$ cat src/rtl/i2c_avalon_fifo_if.sv
// Avalon-MM slave bus bundle for the I2C FIFO front-end.
interface i2c_avalon_fifo_if;
    logic        i2c_chipselect;
    logic        i2c_write;
    logic        i2c_read;
    logic [2:0]  i2c_address;
    logic [31:0] i2c_writedata;
    logic [31:0] i2c_readdata;

    modport master (
        output i2c_chipselect, i2c_write, i2c_read, i2c_address, i2c_writedata,
        input  i2c_readdata
    );

    modport slave (
        input  i2c_chipselect, i2c_write, i2c_read, i2c_address, i2c_writedata,
        output i2c_readdata
    );
endinterface

$ cat src/rtl/i2c_avalon_fifo.sv
// Avalon-MM front-end for the I2C byte engine: command FIFO with autonomous dispatch,
// optional RX capture FIFO, and maskable level/edge event interrupts.
module i2c_avalon_fifo #(
    parameter int unsigned CMD_DEPTH = 8,
    parameter int unsigned RX_DEPTH  = 8,
    parameter int unsigned N_EVT     = 1
) (
    input  logic              clk,
    input  logic              reset,
    i2c_avalon_fifo_if.slave  bus,
    output logic              i2c_irq,
    input  logic [N_EVT-1:0]  i2c_evt_n,
    output logic              i2c_reset,
    output logic              core_en,
    output logic [31:0]       core_data,
    output logic [1:0]        core_ben,
    output logic [15:0]       core_dvsr,
    input  logic              core_idle,
    input  logic [31:0]       core_rdata
);
    localparam int unsigned CmdAw = $clog2(CMD_DEPTH);
    localparam int unsigned RxAw  = $clog2(RX_DEPTH);
    localparam logic [CmdAw:0] CmdFullLvl = CMD_DEPTH[CmdAw:0];
    localparam logic [RxAw:0]  RxFullLvl  = RX_DEPTH[RxAw:0];

    typedef enum logic [2:0] {StIdle, StIssue, StWaitStart, StWaitDone, StDone} state_e;

    state_e state_q, state_d;

    logic [25:0]      cmd_mem_q [CMD_DEPTH];
    logic [CmdAw-1:0] cmd_wptr_q, cmd_wptr_d, cmd_rptr_q, cmd_rptr_d;
    logic [CmdAw:0]   cmd_lvl_q, cmd_lvl_d;
    logic [31:0]      rx_mem_q [RX_DEPTH];
    logic [RxAw-1:0]  rx_wptr_q, rx_wptr_d, rx_rptr_q, rx_rptr_d;
    logic [RxAw:0]    rx_lvl_q, rx_lvl_d;

    logic ctrl_rst_q, irq_en_q, rx_en_q, done_ie_q;
    logic cmd_ovf_q, cmd_ovf_d, rx_ovf_q, rx_ovf_d, done_q, done_d;
    logic [15:0]      dvsr_q;
    logic [N_EVT-1:0] evt_pend_q, evt_pend_d, evt_mask_q, evt_mode_q;
    logic [N_EVT-1:0] sync1_q, sync2_q, prev_q, evt_set;
    logic [31:0]      readdata_q, readdata_d;

    logic wr, rd, wr_cmd, wr_ctrl, wr_status, wr_dvsr, wr_pend, wr_mask, wr_mode, flush;
    logic cmd_full, cmd_empty, cmd_pop, cmd_push, rx_full, rx_empty, rx_pop, rx_push_req, rx_push;
    logic [25:0] cmd_head;
    logic [31:0] status_word;
    logic        unused_wdata;

    assign wr        = bus.i2c_chipselect & bus.i2c_write;
    assign rd        = bus.i2c_chipselect & bus.i2c_read;
    assign wr_cmd    = wr && (bus.i2c_address == 3'd0);
    assign wr_ctrl   = wr && (bus.i2c_address == 3'd1);
    assign wr_status = wr && (bus.i2c_address == 3'd2);
    assign wr_dvsr   = wr && (bus.i2c_address == 3'd3);
    assign wr_pend   = wr && (bus.i2c_address == 3'd4);
    assign wr_mask   = wr && (bus.i2c_address == 3'd5);
    assign wr_mode   = wr && (bus.i2c_address == 3'd6);
    assign flush     = wr_ctrl & bus.i2c_writedata[2];
    assign unused_wdata = ^bus.i2c_writedata[31:26];

    assign cmd_full  = (cmd_lvl_q == CmdFullLvl);
    assign cmd_empty = (cmd_lvl_q == '0);
    assign rx_full   = (rx_lvl_q == RxFullLvl);
    assign rx_empty  = (rx_lvl_q == '0);
    assign cmd_head  = cmd_mem_q[cmd_rptr_q];

    // A pop in the same cycle frees the slot, so a push into a full FIFO is still accepted.
    assign cmd_pop     = (state_q == StIssue) && !cmd_empty && !flush;
    assign cmd_push    = wr_cmd && (!cmd_full || cmd_pop) && !flush;
    assign rx_pop      = rd && (bus.i2c_address == 3'd0) && !rx_empty && !flush;
    assign rx_push_req = (state_q == StDone) && rx_en_q;
    assign rx_push     = rx_push_req && (!rx_full || rx_pop) && !flush;

    always_comb begin
        state_d = state_q;
        unique case (state_q)
            StIdle:      if (!cmd_empty && core_idle && !flush) state_d = StIssue;
            StIssue:     state_d = StWaitStart;
            StWaitStart: if (!core_idle) state_d = StWaitDone;
            StWaitDone:  if (core_idle) state_d = StDone;
            StDone:      state_d = StIdle;
            default:     state_d = StIdle;
        endcase
    end

    always_comb begin
        cmd_wptr_d = cmd_wptr_q;
        cmd_rptr_d = cmd_rptr_q;
        cmd_lvl_d  = cmd_lvl_q;
        rx_wptr_d  = rx_wptr_q;
        rx_rptr_d  = rx_rptr_q;
        rx_lvl_d   = rx_lvl_q;
        if (flush) begin
            cmd_wptr_d = '0;
            cmd_rptr_d = '0;
            cmd_lvl_d  = '0;
            rx_wptr_d  = '0;
            rx_rptr_d  = '0;
            rx_lvl_d   = '0;
        end else begin
            if (cmd_push) cmd_wptr_d = cmd_wptr_q + 1'b1;
            if (cmd_pop)  cmd_rptr_d = cmd_rptr_q + 1'b1;
            case ({cmd_push, cmd_pop})
                2'b10:   cmd_lvl_d = cmd_lvl_q + 1'b1;
                2'b01:   cmd_lvl_d = cmd_lvl_q - 1'b1;
                default: cmd_lvl_d = cmd_lvl_q;
            endcase
            if (rx_push) rx_wptr_d = rx_wptr_q + 1'b1;
            if (rx_pop)  rx_rptr_d = rx_rptr_q + 1'b1;
            case ({rx_push, rx_pop})
                2'b10:   rx_lvl_d = rx_lvl_q + 1'b1;
                2'b01:   rx_lvl_d = rx_lvl_q - 1'b1;
                default: rx_lvl_d = rx_lvl_q;
            endcase
        end
    end

    // Sticky and pending bits: a set in the same cycle as a W1C wins.
    always_comb begin
        cmd_ovf_d = (cmd_ovf_q & ~(wr_status & bus.i2c_writedata[21]))
                  | (wr_cmd & cmd_full & ~cmd_pop & ~flush);
        rx_ovf_d  = (rx_ovf_q & ~(wr_status & bus.i2c_writedata[22]))
                  | (rx_push_req & rx_full & ~rx_pop & ~flush);
        done_d    = (done_q & ~(wr_status & bus.i2c_writedata[23]))
                  | ((state_q == StDone) & cmd_empty);
        evt_set    = (~evt_mode_q & ~sync2_q) | (evt_mode_q & prev_q & ~sync2_q);
        evt_pend_d = evt_set
                   | (evt_pend_q & ~(wr_pend ? bus.i2c_writedata[N_EVT-1:0] : '0));
    end

    assign status_word = {8'h00, done_q, rx_ovf_q, cmd_ovf_q, core_idle, (state_q != StIdle),
                          rx_empty, cmd_empty, cmd_full,
                          {{(7 - RxAw){1'b0}}, rx_lvl_q}, {{(7 - CmdAw){1'b0}}, cmd_lvl_q}};

    always_comb begin
        readdata_d = readdata_q;
        if (rd) begin
            unique case (bus.i2c_address)
                3'd0:    readdata_d = rx_empty ? 32'h0 : rx_mem_q[rx_rptr_q];
                3'd1:    readdata_d = {27'h0, done_ie_q, rx_en_q, 1'b0, irq_en_q, ctrl_rst_q};
                3'd2:    readdata_d = status_word;
                3'd3:    readdata_d = {16'h0, dvsr_q};
                3'd4:    readdata_d = {{(32 - N_EVT){1'b0}}, evt_pend_q};
                3'd5:    readdata_d = {{(32 - N_EVT){1'b0}}, evt_mask_q};
                3'd6:    readdata_d = {{(32 - N_EVT){1'b0}}, evt_mode_q};
                default: readdata_d = 32'h0;
            endcase
        end
    end

    always_ff @(posedge clk) begin
        if (cmd_push) cmd_mem_q[cmd_wptr_q] <= bus.i2c_writedata[25:0];
        if (rx_push)  rx_mem_q[rx_wptr_q]   <= core_rdata;
    end

    always_ff @(posedge clk) begin
        if (reset) begin
            state_q    <= StIdle;
            cmd_wptr_q <= '0;
            cmd_rptr_q <= '0;
            cmd_lvl_q  <= '0;
            rx_wptr_q  <= '0;
            rx_rptr_q  <= '0;
            rx_lvl_q   <= '0;
            ctrl_rst_q <= 1'b0;
            irq_en_q   <= 1'b0;
            rx_en_q    <= 1'b0;
            done_ie_q  <= 1'b0;
            cmd_ovf_q  <= 1'b0;
            rx_ovf_q   <= 1'b0;
            done_q     <= 1'b0;
            dvsr_q     <= '0;
            evt_pend_q <= '0;
            evt_mask_q <= '0;
            evt_mode_q <= '0;
            sync1_q    <= '1;
            sync2_q    <= '1;
            prev_q     <= '1;
            readdata_q <= '0;
        end else begin
            state_q    <= state_d;
            cmd_wptr_q <= cmd_wptr_d;
            cmd_rptr_q <= cmd_rptr_d;
            cmd_lvl_q  <= cmd_lvl_d;
            rx_wptr_q  <= rx_wptr_d;
            rx_rptr_q  <= rx_rptr_d;
            rx_lvl_q   <= rx_lvl_d;
            if (wr_ctrl) begin
                ctrl_rst_q <= bus.i2c_writedata[0];
                irq_en_q   <= bus.i2c_writedata[1];
                rx_en_q    <= bus.i2c_writedata[3];
                done_ie_q  <= bus.i2c_writedata[4];
            end
            cmd_ovf_q  <= cmd_ovf_d;
            rx_ovf_q   <= rx_ovf_d;
            done_q     <= done_d;
            if (wr_dvsr) dvsr_q     <= bus.i2c_writedata[15:0];
            if (wr_mask) evt_mask_q <= bus.i2c_writedata[N_EVT-1:0];
            if (wr_mode) evt_mode_q <= bus.i2c_writedata[N_EVT-1:0];
            evt_pend_q <= evt_pend_d;
            sync1_q    <= i2c_evt_n;
            sync2_q    <= sync1_q;
            prev_q     <= sync2_q;
            readdata_q <= readdata_d;
        end
    end

    assign bus.i2c_readdata = readdata_q;
    assign i2c_reset = ctrl_rst_q;
    assign core_dvsr = dvsr_q;
    assign core_en   = (state_q == StIssue);
    assign core_data = {8'h00, cmd_head[23:0]};
    assign core_ben  = cmd_head[25:24];
    assign i2c_irq   = irq_en_q & ((|(evt_pend_q & evt_mask_q)) | (done_q & done_ie_q));
endmodule

$ cat src/flat_wrapper.sv
// flat-port wrapper written by rule: the top's interface ports become plain ports
module i2c_avalon_fifo_flat 
#(
    parameter int unsigned CMD_DEPTH = 8,
    parameter int unsigned RX_DEPTH  = 8,
    parameter int unsigned N_EVT     = 1
)
  (clk, reset, i2c_irq, i2c_evt_n, i2c_reset, core_en, core_data, core_ben, core_dvsr, core_idle, core_rdata, bus_i2c_chipselect, bus_i2c_write, bus_i2c_read, bus_i2c_address, bus_i2c_writedata, bus_i2c_readdata);
  i2c_avalon_fifo_if bus_i ();
  input  logic clk;
  input  logic reset;
  output logic i2c_irq;
  input  logic [N_EVT-1:0] i2c_evt_n;
  output logic i2c_reset;
  output logic core_en;
  output logic [31:0] core_data;
  output logic [1:0] core_ben;
  output logic [15:0] core_dvsr;
  input  logic core_idle;
  input  logic [31:0] core_rdata;
  input wire logic [$bits(bus_i.i2c_chipselect)-1:0] bus_i2c_chipselect;
  input wire logic [$bits(bus_i.i2c_write)-1:0] bus_i2c_write;
  input wire logic [$bits(bus_i.i2c_read)-1:0] bus_i2c_read;
  input wire logic [$bits(bus_i.i2c_address)-1:0] bus_i2c_address;
  input wire logic [$bits(bus_i.i2c_writedata)-1:0] bus_i2c_writedata;
  output wire logic [$bits(bus_i.i2c_readdata)-1:0] bus_i2c_readdata;
  assign bus_i.i2c_chipselect = bus_i2c_chipselect;
  assign bus_i.i2c_write = bus_i2c_write;
  assign bus_i.i2c_read = bus_i2c_read;
  assign bus_i.i2c_address = bus_i2c_address;
  assign bus_i.i2c_writedata = bus_i2c_writedata;
  assign bus_i2c_readdata = bus_i.i2c_readdata;
  i2c_avalon_fifo #(.CMD_DEPTH(CMD_DEPTH), .RX_DEPTH(RX_DEPTH), .N_EVT(N_EVT)) u_core (.clk(clk), .reset(reset), .bus(bus_i), .i2c_irq(i2c_irq), .i2c_evt_n(i2c_evt_n), .i2c_reset(i2c_reset), .core_en(core_en), .core_data(core_data), .core_ben(core_ben), .core_dvsr(core_dvsr), .core_idle(core_idle), .core_rdata(core_rdata));
endmodule
$ cat config.mk
export PLATFORM = sky130hd
export DESIGN_NAME = i2c_avalon_fifo_flat
export DESIGN_NICKNAME = d
export VERILOG_FILES = /design/src/rtl/i2c_avalon_fifo_if.sv /design/src/rtl/i2c_avalon_fifo.sv /design/src/flat_wrapper.sv
export SDC_FILE = /design/constraint.sdc
export NUM_CORES = 1
export LEC_CHECK = 0
export BUFFER_PORTS_ARGS = -buffer_cell sky130_fd_sc_hd__buf_2
export CORE_ASPECT_RATIO = 0.75
export CORE_UTILIZATION = 30
export CTS_CLUSTER_DIAMETER = 120
export DETAILED_ROUTE_END_ITERATION = 10
export PLACE_DENSITY = 0.43
export SETUP_SLACK_MARGIN = 0.4
export SLEW_MARGIN = 20
export SYNTH_ARGS = -nofsm -noshare
export SYNTH_HDL_FRONTEND = slang
export SYNTH_SLANG_ARGS = --single-unit
export TNS_END_PERCENT = 20
$ cat constraint.sdc
create_clock -name clk -period 7.6 [get_ports clk]
set_input_delay 0.38 -clock clk [delete_from_list [all_inputs] [get_ports clk]]
set_output_delay 0.38 -clock clk [all_outputs]
set_load 0.01 [all_outputs]
==> reports/qor.txt <==
Hold path startpoint - core_rdata[16]
Final Hold Vio Count - 0
Iter 0 DRT Violations - 779
Setup repair after global routing missed its margin - false
Power per cell area - 242 mW/mm^2
Post-CTS Setup Repair Bufs - 0
Most common cell after layout, fill and taps aside - edfxtp_1
Synth unique cells - 60
Startpoint type of the worst setup path - flop
Placer Congestion - 0.742
Synthesized area per cell - 18.6 um^2
Tcrit/Tclk final - 44.6%
Post-Route Skew - 0.0244 ns
Crit Path Class - flop to output port
Drc violations - 0
Final setup margin - 4.21 ns
Placeable core region - 0.0704 mm^2
CTS root buf - clkbuf_16
Sequential fraction of design power - 54.0%
First-pass GRT wire length - 78,400 um
Pin count of the biggest net entering global routing - 62
Fin. max-slew vios - 0
Post-DP HPWL - 32,100 um
CTS buffer count - 56
CP endpoint kind - output port
Comb pwr share - 1.8%
Commonest cells after routing, fill and taps aside - edfxtp_1 (464), buf_2 (144), mux4_2 (116)
Post-route insts no fill - 2,311
Filler Cells Inserted - 6,698
Number of synthesized flops with an enable pin - 464
Cells after synthesis - 1,152
Via density - 4.72
Antenna violations before repair - 3
CTS H-tree depth - 2
Top cells by area, synth - edfxtp_1 (65%), mux4_2 (12%), dfxtp_1 (8.4%)
Synthesized area - 0.0215 mm^2
NumNets Final - 1,405
P_sw - 1.25 mW
Critical R2R Capture - u_core.rx_lvl_q[2]
Share of the synthesized area in the top cell type - 64.9%
VDD IR max - 0.000155 V
Slew headroom - 29.3%
Total number of vias - 10,900
Crit path time final - 3.39 ns
All-Layer GR Usage - 14.8%
Number of synthesized register bits - 554
FF-to-FF path depth - 10
Slew @ Worst Pin - 1.06 ns
Clock power share - 44.2%
Total wire length - 53,800 um
Arrival @ worst endpoint - 3.01 ns
Worst r2r src - u_core.rx_lvl_q[0]
WL per Instance - 23.3 um
Setup TNS - 0 ns
Final antenna-violating net count - 0
Hold endpoint - u_core.rx_mem_q[7][16]
Buffers on Ports - 144
Initial Utilization - 30.5%
Number of max-cap violations - 0
Clk Latency, worst-skew pair - 0.62 ns
Largest area contributor in the netlist - edfxtp_1
DP Worst Slack - 4.51 ns
Hold slack final - 0.0359 ns
Die Y - 234 um
CTS tree - yes
CTS clock-pin slew for the worst setup and hold paths - 0.06 ns
Cts hold-fix bufs - 6
Slowest stage delay, CP - 0.66 ns
Warnings, synthesis - 0
Top_reg_cell synth - edfxtp_1
Reg2reg setup slack - 4.75 ns
Maximum fanout along the worst path - 30
Grt ovf - 0
Row count - 84
Leakage power - 8.07 nW
Sink Count - 554
Chip width - 311 um
Max Clk Rate - 0.295 GHz
Power Total - 6.10 mW
N_diodes - 0
Worst path slowest cell - dfxtp_4
Asr flop ratio synth - 0%
Die Footprint - 0.0727 mm^2
Vias in the first global route - 11,100
CP required - 7.22 ns
CP Cell Sequence - buf_4, mux4_2, mux2_2, buf_2
Int Power - 4.85 mW
Clock Tree Buf Depth - 3
Hold Path Class - input pin to flop
Placed cells - 2,203
Layout area overhead - 17.2%
DR pass1 iterations - 5
Share of cells above drive strength 1 - 31.9%
Final setup fails - 0
Hold Path Stages - 1
Seq/Total Area, Yosys - 73.3%
Switching Fraction - 20.5%
Run status - completed
Top-Level Pins - 159
Post-cts sizing count - 0
==> final cells by class <==
cell class	instances	area (um^2)	area share (%)
clock buffers	74	1500	5.96
flip-flops and latches	554	15700	62.6
clock inverters	28	287	1.14
multi-input cells	530	5460	21.7
inverters	3	11.3	0.0447
repair buffers	176	976	3.88
well taps	946	1180	4.70
==> registers in the layout (all words and copies together), names as in the netlist, 3 cells and up, named ones only <==
register and flops:
u_core.bus.i2c_readdata 32, u_core.cmd_lvl_q 4, u_core.cmd_mem_q 208, u_core.cmd_rptr_q 3, u_core.cmd_wptr_q 3, u_core.core_dvsr 16, u_core.rx_lvl_q 4, u_core.rx_mem_q 256
u_core.rx_rptr_q 3, u_core.rx_wptr_q 3, u_core.state_q 3
==> synth_stat cells, types with 3 or more instances <==
library cell	number
nand2b_1	6
nor4_1	4
or3_1	4
nand3_1	13
o21ai_1	4
or2_2	3
nor4b_1	3
nor3_1	13
clkbuf_1	28
mux2i_1	41
ha_1	10
nand2_1	72
o21ai_0	12
a2bb2oi_1	3
buf_1	4
edfxtp_1	464
dfxtp_1	90
buf_4	14
and2_1	3
buf_2	22
a21o_1	8
a22oi_1	8
a31oi_1	5
a21oi_1	49
buf_6	4
mux4_2	116
nor2b_1	7
and3_1	13
mux2_2	35
inv_1	3
nor3b_1	3
o22ai_1	16
nor2_1	31
xor2_1	9
==> worst max-delay path, delay by kind of cell, from the launching register on <==
family	cells	cell delay, ns
multiplexers	2	0.91
buffers and inverters	2	0.78
flip-flops	1	0.66
==> worst max-delay path by stage <==
stage,cells after the start,slack [ns],from,endpoint
final,4,4.21,flop,core_data[0]
after global routing,4,4.01,flop,core_data[0]
after CTS,4,4.07,flop,core_data[0]
after detailed placement,6,4.51,bus_i2c_address[1],u_core.rx_mem_q[7][9]
after global placement,6,4.53,bus_i2c_address[1],u_core.rx_mem_q[7][9]
after floorplan,5,2.46,bus_i2c_address[1],u_core.rx_mem_q[4][0]
==> power by group through the flow <==
stage / logic [mW] / registers (mW) / clock network [mW]
after floorplan: 0.0372 / 3.36 / 0
after global placement: 0.103 / 3.36 / 0
after detailed placement: 0.106 / 3.36 / 0
after CTS: 0.109 / 3.29 / 2.78
after global routing: 0.119 / 3.29 / 2.90
final: 0.108 / 3.29 / 2.70
==> through the flow <==
step           instance area [um^2]  util (%)
6_report                      25200      35.7
5_1_grt                       25200      35.7
4_1_cts                       25200      35.7
3_5_place_dp                  23300      33.1
3_3_place_gp                  23300      33.1
2_1_floorplan                 21500         -
==> cells by family (layout without fill, tap and decap cells) <==
family	Yosys count	in the layout	share of synthesized area, %
adder cells (fa/ha/maj)	10	10	0.583
other	1	8	0.0175
AO/OA/AOI/OAI	113	113	3.19
flip-flops	554	554	73.3
buffers and inverters	75	281	1.82
XOR/XNOR	10	10	0.408
AND/OR/NAND/NOR	197	197	4.81
multiplexers	192	192	15.9
==> routing by layer <==
layer	vias up	global-route usage, %	routed length, um
li1	4955	-	-
met1	5674	21.1	25500
met2	206	22.7	24300
met3	79	3.66	3110
met4	4	3.68	946
met5	-	0	27
Note: power is estimated with default switching activity, not from simulation.
